$ cat src/rtl/array_serializer_pkg.sv
// Shared definitions for the array serializer: security-level codes, modulus width, beat geometry.
// Latency: none (package only).
// Backpressure: not applicable.
package array_serializer_pkg;

  localparam logic [2:0] SEC_640  = 3'd1;
  localparam logic [2:0] SEC_976  = 3'd2;
  localparam logic [2:0] SEC_1344 = 3'd3;

  localparam int LANES_DEF = 4;

  typedef enum logic {
    ST_IDLE = 1'b0,
    ST_SEND = 1'b1
  } state_t;

  // Number of significant bits per lane for a given security level (q = 2^qbits).
  // Unknown codes fall back to the full 16-bit lane.
  function automatic logic [4:0] qbits(input logic [2:0] sec_lev);
    logic [4:0] r;
    case (sec_lev)
      SEC_640:            r = 5'd15;
      SEC_976, SEC_1344:  r = 5'd16;
      default:            r = 5'd16;
    endcase
    return r;
  endfunction

endpackage

$ cat src/rtl/array_serializer_lane_mask.sv
// Reduces one lane mod 2^qbits by clearing every bit at or above qbits.
// Latency: purely combinational.
// Backpressure: none; sits on the capture path.
module array_serializer_lane_mask #(
  parameter int WIDTH = 16
) (
  input  logic [WIDTH-1:0] lane_in,
  input  logic [4:0]       qbits,
  output logic [WIDTH-1:0] lane_out
);

  // Keep bits below qbits, zero the rest.
  always_comb begin
    lane_out = '0;
    for (int k = 0; k < WIDTH; k++) begin
      lane_out[k] = (k < int'(qbits)) ? lane_in[k] : 1'b0;
    end
  end

endmodule

$ cat src/rtl/array_serializer.sv
// Captures a T-lane array in one cycle (masked mod q) and streams it out as BEATS beats of LANES lanes.
// Latency: array accepted in cycle n -> beat 0 valid in cycle n+1; last beat in n+BEATS with i_ready high.
// Backpressure: beats hold stable while i_ready=0; o_ready rises on the last-beat handshake for zero-bubble reuse.
module array_serializer
  import array_serializer_pkg::*;
#(
  parameter int T     = 64,
  parameter int WIDTH = 16,
  parameter int LANES = LANES_DEF,
  localparam int BEATS = T / LANES,
  localparam int BW    = (BEATS > 1) ? $clog2(BEATS) : 1
) (
  input  logic                   i_clk,
  input  logic                   i_rst_n,
  input  logic                   i_valid,
  output logic                   o_ready,
  input  logic [T*WIDTH-1:0]     i_array,
  input  logic [2:0]             i_sec_lev,
  output logic                   o_valid,
  input  logic                   i_ready,
  output logic [LANES*WIDTH-1:0] o_data,
  output logic [BW-1:0]          o_beat_idx,
  output logic                   o_last
);

  state_t state_q;
  state_t state_d;

  logic [BW-1:0]                         beat_q;
  logic [BEATS-1:0][LANES*WIDTH-1:0]     buf_q;
  logic [T*WIDTH-1:0]                    masked;
  logic [4:0]                            cap_qbits;
  logic                                  accept;
  logic                                  last_beat;

  // Security level only matters at the accept edge; the masked lanes are what get stored.
  assign cap_qbits = qbits(i_sec_lev);
  assign last_beat = (beat_q == BW'(BEATS - 1));
  assign accept    = i_valid && o_ready;

  genvar gi;
  generate
    for (gi = 0; gi < T; gi++) begin : g_lane
      array_serializer_lane_mask #(.WIDTH(WIDTH)) u_mask (
        .lane_in  (i_array[gi*WIDTH +: WIDTH]),
        .qbits    (cap_qbits),
        .lane_out (masked[gi*WIDTH +: WIDTH])
      );
    end
  endgenerate

  // State register.
  always_ff @(posedge i_clk or negedge i_rst_n) begin
    if (!i_rst_n) state_q <= ST_IDLE;
    else          state_q <= state_d;
  end

  // Next state: leave IDLE on accept; after the last beat either restart (new array) or idle.
  always_comb begin
    state_d = state_q;
    case (state_q)
      ST_IDLE: if (accept) state_d = ST_SEND;
      ST_SEND: if (i_ready && last_beat) state_d = accept ? ST_SEND : ST_IDLE;
      default: state_d = ST_IDLE;
    endcase
  end

  // Outputs decoded from state and beat position.
  always_comb begin
    o_valid = (state_q == ST_SEND);
    o_last  = (state_q == ST_SEND) && last_beat;
    o_ready = (state_q == ST_IDLE) || (o_last && i_ready);
  end

  // Beat counter: restarts on accept, advances per handshake, returns to 0 after the last beat.
  always_ff @(posedge i_clk or negedge i_rst_n) begin
    if (!i_rst_n) begin
      beat_q <= '0;
    end else if (accept) begin
      beat_q <= '0;
    end else if (state_q == ST_SEND && i_ready) begin
      beat_q <= last_beat ? '0 : beat_q + BW'(1);
    end
  end

  // Capture buffer: loaded only on accept, so upstream changes mid-transfer are ignored.
  always_ff @(posedge i_clk or negedge i_rst_n) begin
    if (!i_rst_n)    buf_q <= '0;
    else if (accept) buf_q <= masked;
  end

  assign o_data     = buf_q[beat_q];
  assign o_beat_idx = beat_q;

endmodule

$ cat config.mk
export PLATFORM = sky130hd
export DESIGN_NAME = array_serializer
export DESIGN_NICKNAME = d
export VERILOG_FILES = /design/src/rtl/array_serializer_pkg.sv /design/src/rtl/array_serializer_lane_mask.sv /design/src/rtl/array_serializer.sv
export SDC_FILE = /design/constraint.sdc
export NUM_CORES = 1
export LEC_CHECK = 0
export ABC_AREA = 0
export CORE_AREA = 8 8 419 421
export DETAILED_ROUTE_END_ITERATION = 16
export DIE_AREA = 0 0 427 429
export PLACE_DENSITY_LB_ADDON = 0.08
export SYNTH_ARGS = -nofsm -noshare
export SYNTH_HDL_FRONTEND = slang
export SYNTH_SLANG_ARGS = --single-unit
$ cat constraint.sdc
create_clock -name i_clk -period 5.7 [get_ports i_clk]
set_input_delay 1.425 -clock i_clk [delete_from_list [all_inputs] [get_ports i_clk]]
set_output_delay 1.425 -clock i_clk [all_outputs]
set_load 0.01 [all_outputs]
==> results.py <==
metrics = {
    "timing": {
        "hold_viol": 0,
        "clock.fmax_mhz": 199.0,
        "whs_ps": 463.3,
        "maxSlewHeadroom_pct": 31.32,
        "finalCriticalPeriod_ps": 5026,
        "worstMarginPinSlew_ps": 1028,
        "rsz0062_at_grt": "false",
        "fin_ws_ps": 674.1,
        "skew_ps": 25.00,
        "tns_ps": 0,
        "setup_viol": 0,
        "final-max-slew-violation-count": 0,
        "post-route-period-util_pct": 88.17,
    },
    "place": {
        "port_buffers": 1101,
        "placedInstanceArea_mm2": 0.06045,
        "dpl.hpwl_mm": 153.8,
        "place_ws_ps": 1250,
        "place.gp.congestion": 0.8307,
        "place_inst": 8141,
    },
    "yosys": {
        "yosysWarnings": 0,
        "yosysTopAreaCellShare_pct": 54.74,
        "ys_seq_area_share_pct": 54.74,
        "yosys.cell_types.count": 28,
        "synth_nets": 6074,
        "synthCells": 5042,
        "syn_area_per_cell_um2": 9.329,
        "synth_area_leaders": "dfrtp_1 (55%), nand2_1 (24%), mux4_2 (9.2%), mux2i_1 (4.1%), buf_2 (1.9%)",
        "ys_seq_elements": 1029,
        "netlist_area_mm2": 0.04704,
        "yosys.area.top_type": "dfrtp_1",
    },
    "hold_path": {
        "hold_class": "reg2reg",
        "min_from": "buf_q[239]",
        "whs_endpoint": "buf_q[239]",
        "whs_path_depth": 2,
    },
    "clock_network": {
        "cts.clk_slew.worst_paths_ps": 60,
        "cts_root_buf": "clkbuf_16",
        "cts_setup_buffers": 0,
        "cts_sinks": 1029,
        "hold_buffers": 0,
        "cts_max_path_buffers": 3,
        "clk_latency_ps": 740,
        "htreeDepth": 4,
        "cts-buffers-inserted": 131,
        "postCtsResizedCells": 0,
        "cts_tree": "built",
    },
    "grt": {
        "grt_pass1_vias": 40910,
        "grt_pass1_wl_mm": 295.6,
        "grt_remaining_overflow": 0,
        "track_usage_pct": 21.77,
        "grt_max_degree": 176,
        "grt_antenna_before_repair": 106,
    },
    "setup_path": {
        "slowest_delay_ps": 640,
        "cp-end-kind": "output port",
        "arrival_ps": 3600,
        "r2r_start": "o_beat_idx[0]",
        "crit_chain": "buf_12 -> mux4_2 -> a32oi_1 -> o21ai_1 -> clkdlybuf4s50_1",
        "timing_worst_setup_path_type": "reg2out",
        "required_ps": 4280,
        "critPathTopFamily": "buffers and inverters",
        "r2r_cells": 8,
        "slowest_stage": "dfrtp_4",
        "crit_buf_inv": 2,
        "path_max_fanout": 73,
        "timing.rr.end": "buf_q[238]",
        "rrSetupSlack_ps": 2160,
        "critPathLaunchType": "flip-flop",
    },
    "detailed_routing": {
        "wl_per_cell_um": 24.47,
        "viasPerCell": 4.637,
        "wl_mm": 205.9,
        "dr.first_iter.drc_count": 2681,
        "drtPass1Iterations": 6,
        "drtAntennaViolNets": 0,
        "drc": 0,
        "vias": 39010,
    },
    "layout": {
        "design_area_mm2": 0.06483,
        "syn_to_final_growth_pct": 37.82,
        "layout_commonest_cell": "nand2_1",
        "fin_nets": 7088,
        "layout_common_cells": "nand2_1 (3014), clkdlybuf4s50_1 (1100), dfrtp_1 (1026)",
        "fin_util_pct": 38.47,
        "drive_gt1_share_pct": 8.287,
        "instances_no_fill": 8414,
    },
    "power": {
        "total_power_mw": 32.25,
        "powerDensity_mw_per_mm2": 497.5,
        "p_leak_nw": 31.03,
        "irDropWorstVdd_mv": 0.2363,
    },
    "die": {
        "core-area_mm2": 0.1685,
        "start_util_pct": 27.91,
        "rows": 151,
        "pin_count": 1102,
        "die_w_um": 427,
        "die-area_mm2": 0.1832,
        "fp.dieH_um": 429,
    },
    "flow_run": {
        "cap_violations": 0,
    },
    "status": {
        "status": "completed",
    },
}
kinds of logic (layout without fill, tap and decap cells):
family / Yosys count / in the layout / share of synthesized area (%)
AOI/OAI and AO/OA: 203 / 203 / 3.051
buffers and inverters: 336 / 1448 / 4.038
DFF: 1029 / 1029 / 54.74
other: 0 / 42 / 0
and+or+nand+nor: 3088 / 3088 / 24.84
muxes: 385 / 385 / 13.30
adders and majority gates: 1 / 1 / 0.02660
power by group:
group	total [mW]	internal [mW]	leakage, nW	switching (mW)
clock network	8.28	4.86	2.09	3.42
registers	12.6	10.6	13.0	2.06
logic	11.3	5.49	16.0	5.84
layout make-up:
type                    instances  area (um2)
flip-flops and latches       1029       25760
inverters                       1       6.256
clock inverters                32       436.7
multi-input cells            3677       19430
well taps                    2218        2775
fillers                     17010      103700
repair buffers               1216       12480
clock buffers                 199        3835
diodes                         42       105.1
Yosys cell counts:
| cell type | n |
|---|---|
| buf_6 | 25 |
| nor2b_1 | 1 |
| mux4_2 | 192 |
| and2_1 | 2 |
| o21ai_0 | 2 |
| buf_1 | 4 |
| a32oi_1 | 64 |
| nand4_1 | 1 |
| a21bo_1 | 1 |
| a21boi_1 | 1 |
| clkbuf_1 | 64 |
| mux2i_1 | 193 |
| and3_1 | 1 |
| o22ai_1 | 1 |
| a21oi_1 | 3 |
| a22oi_1 | 64 |
| o21ai_1 | 64 |
| buf_4 | 59 |
| a22o_1 | 2 |
| dfrtp_1 | 1029 |
| ha_1 | 1 |
| inv_1 | 1 |
| o31ai_1 | 1 |
| nand2_1 | 3015 |
| nor2_1 | 3 |
| buf_2 | 183 |
| nand2b_1 | 1 |
| nand3_1 | 64 |
flip-flops by register name, indices dropped and copies added (netlist names):
register,flops
buf_q,1024
o_beat_idx,4
o_valid,1
routing by layer:
metal / routed length [um] / track usage (%)
met3: 10090 / 4.185
met1: 84990 / 27.13
met4: 7223 / 8.479
met2: 103500 / 37.17
met5: 50 / 0
how the worst max path moves through the flow:
stage | startpoint | end | slack (ps) | cells after the start
after detailed placement | o_beat_idx[0] | o_data[15] | 1250 | 5
after global placement | o_beat_idx[0] | o_data[15] | 1230 | 5
after CTS | o_beat_idx[0] | o_data[15] | 410 | 5
after global routing | o_beat_idx[0] | o_data[15] | 450 | 5
final | o_beat_idx[0] | o_data[17] | 670 | 5
after floorplan | i_ready | o_ready | 2590 | 2
worst min-delay path, stage by stage, from the launching register on:
cell	delay (ps)
dfrtp_1	340
nand2_1	50
nand2_1	50
Power figures use the tool's default switching activity.
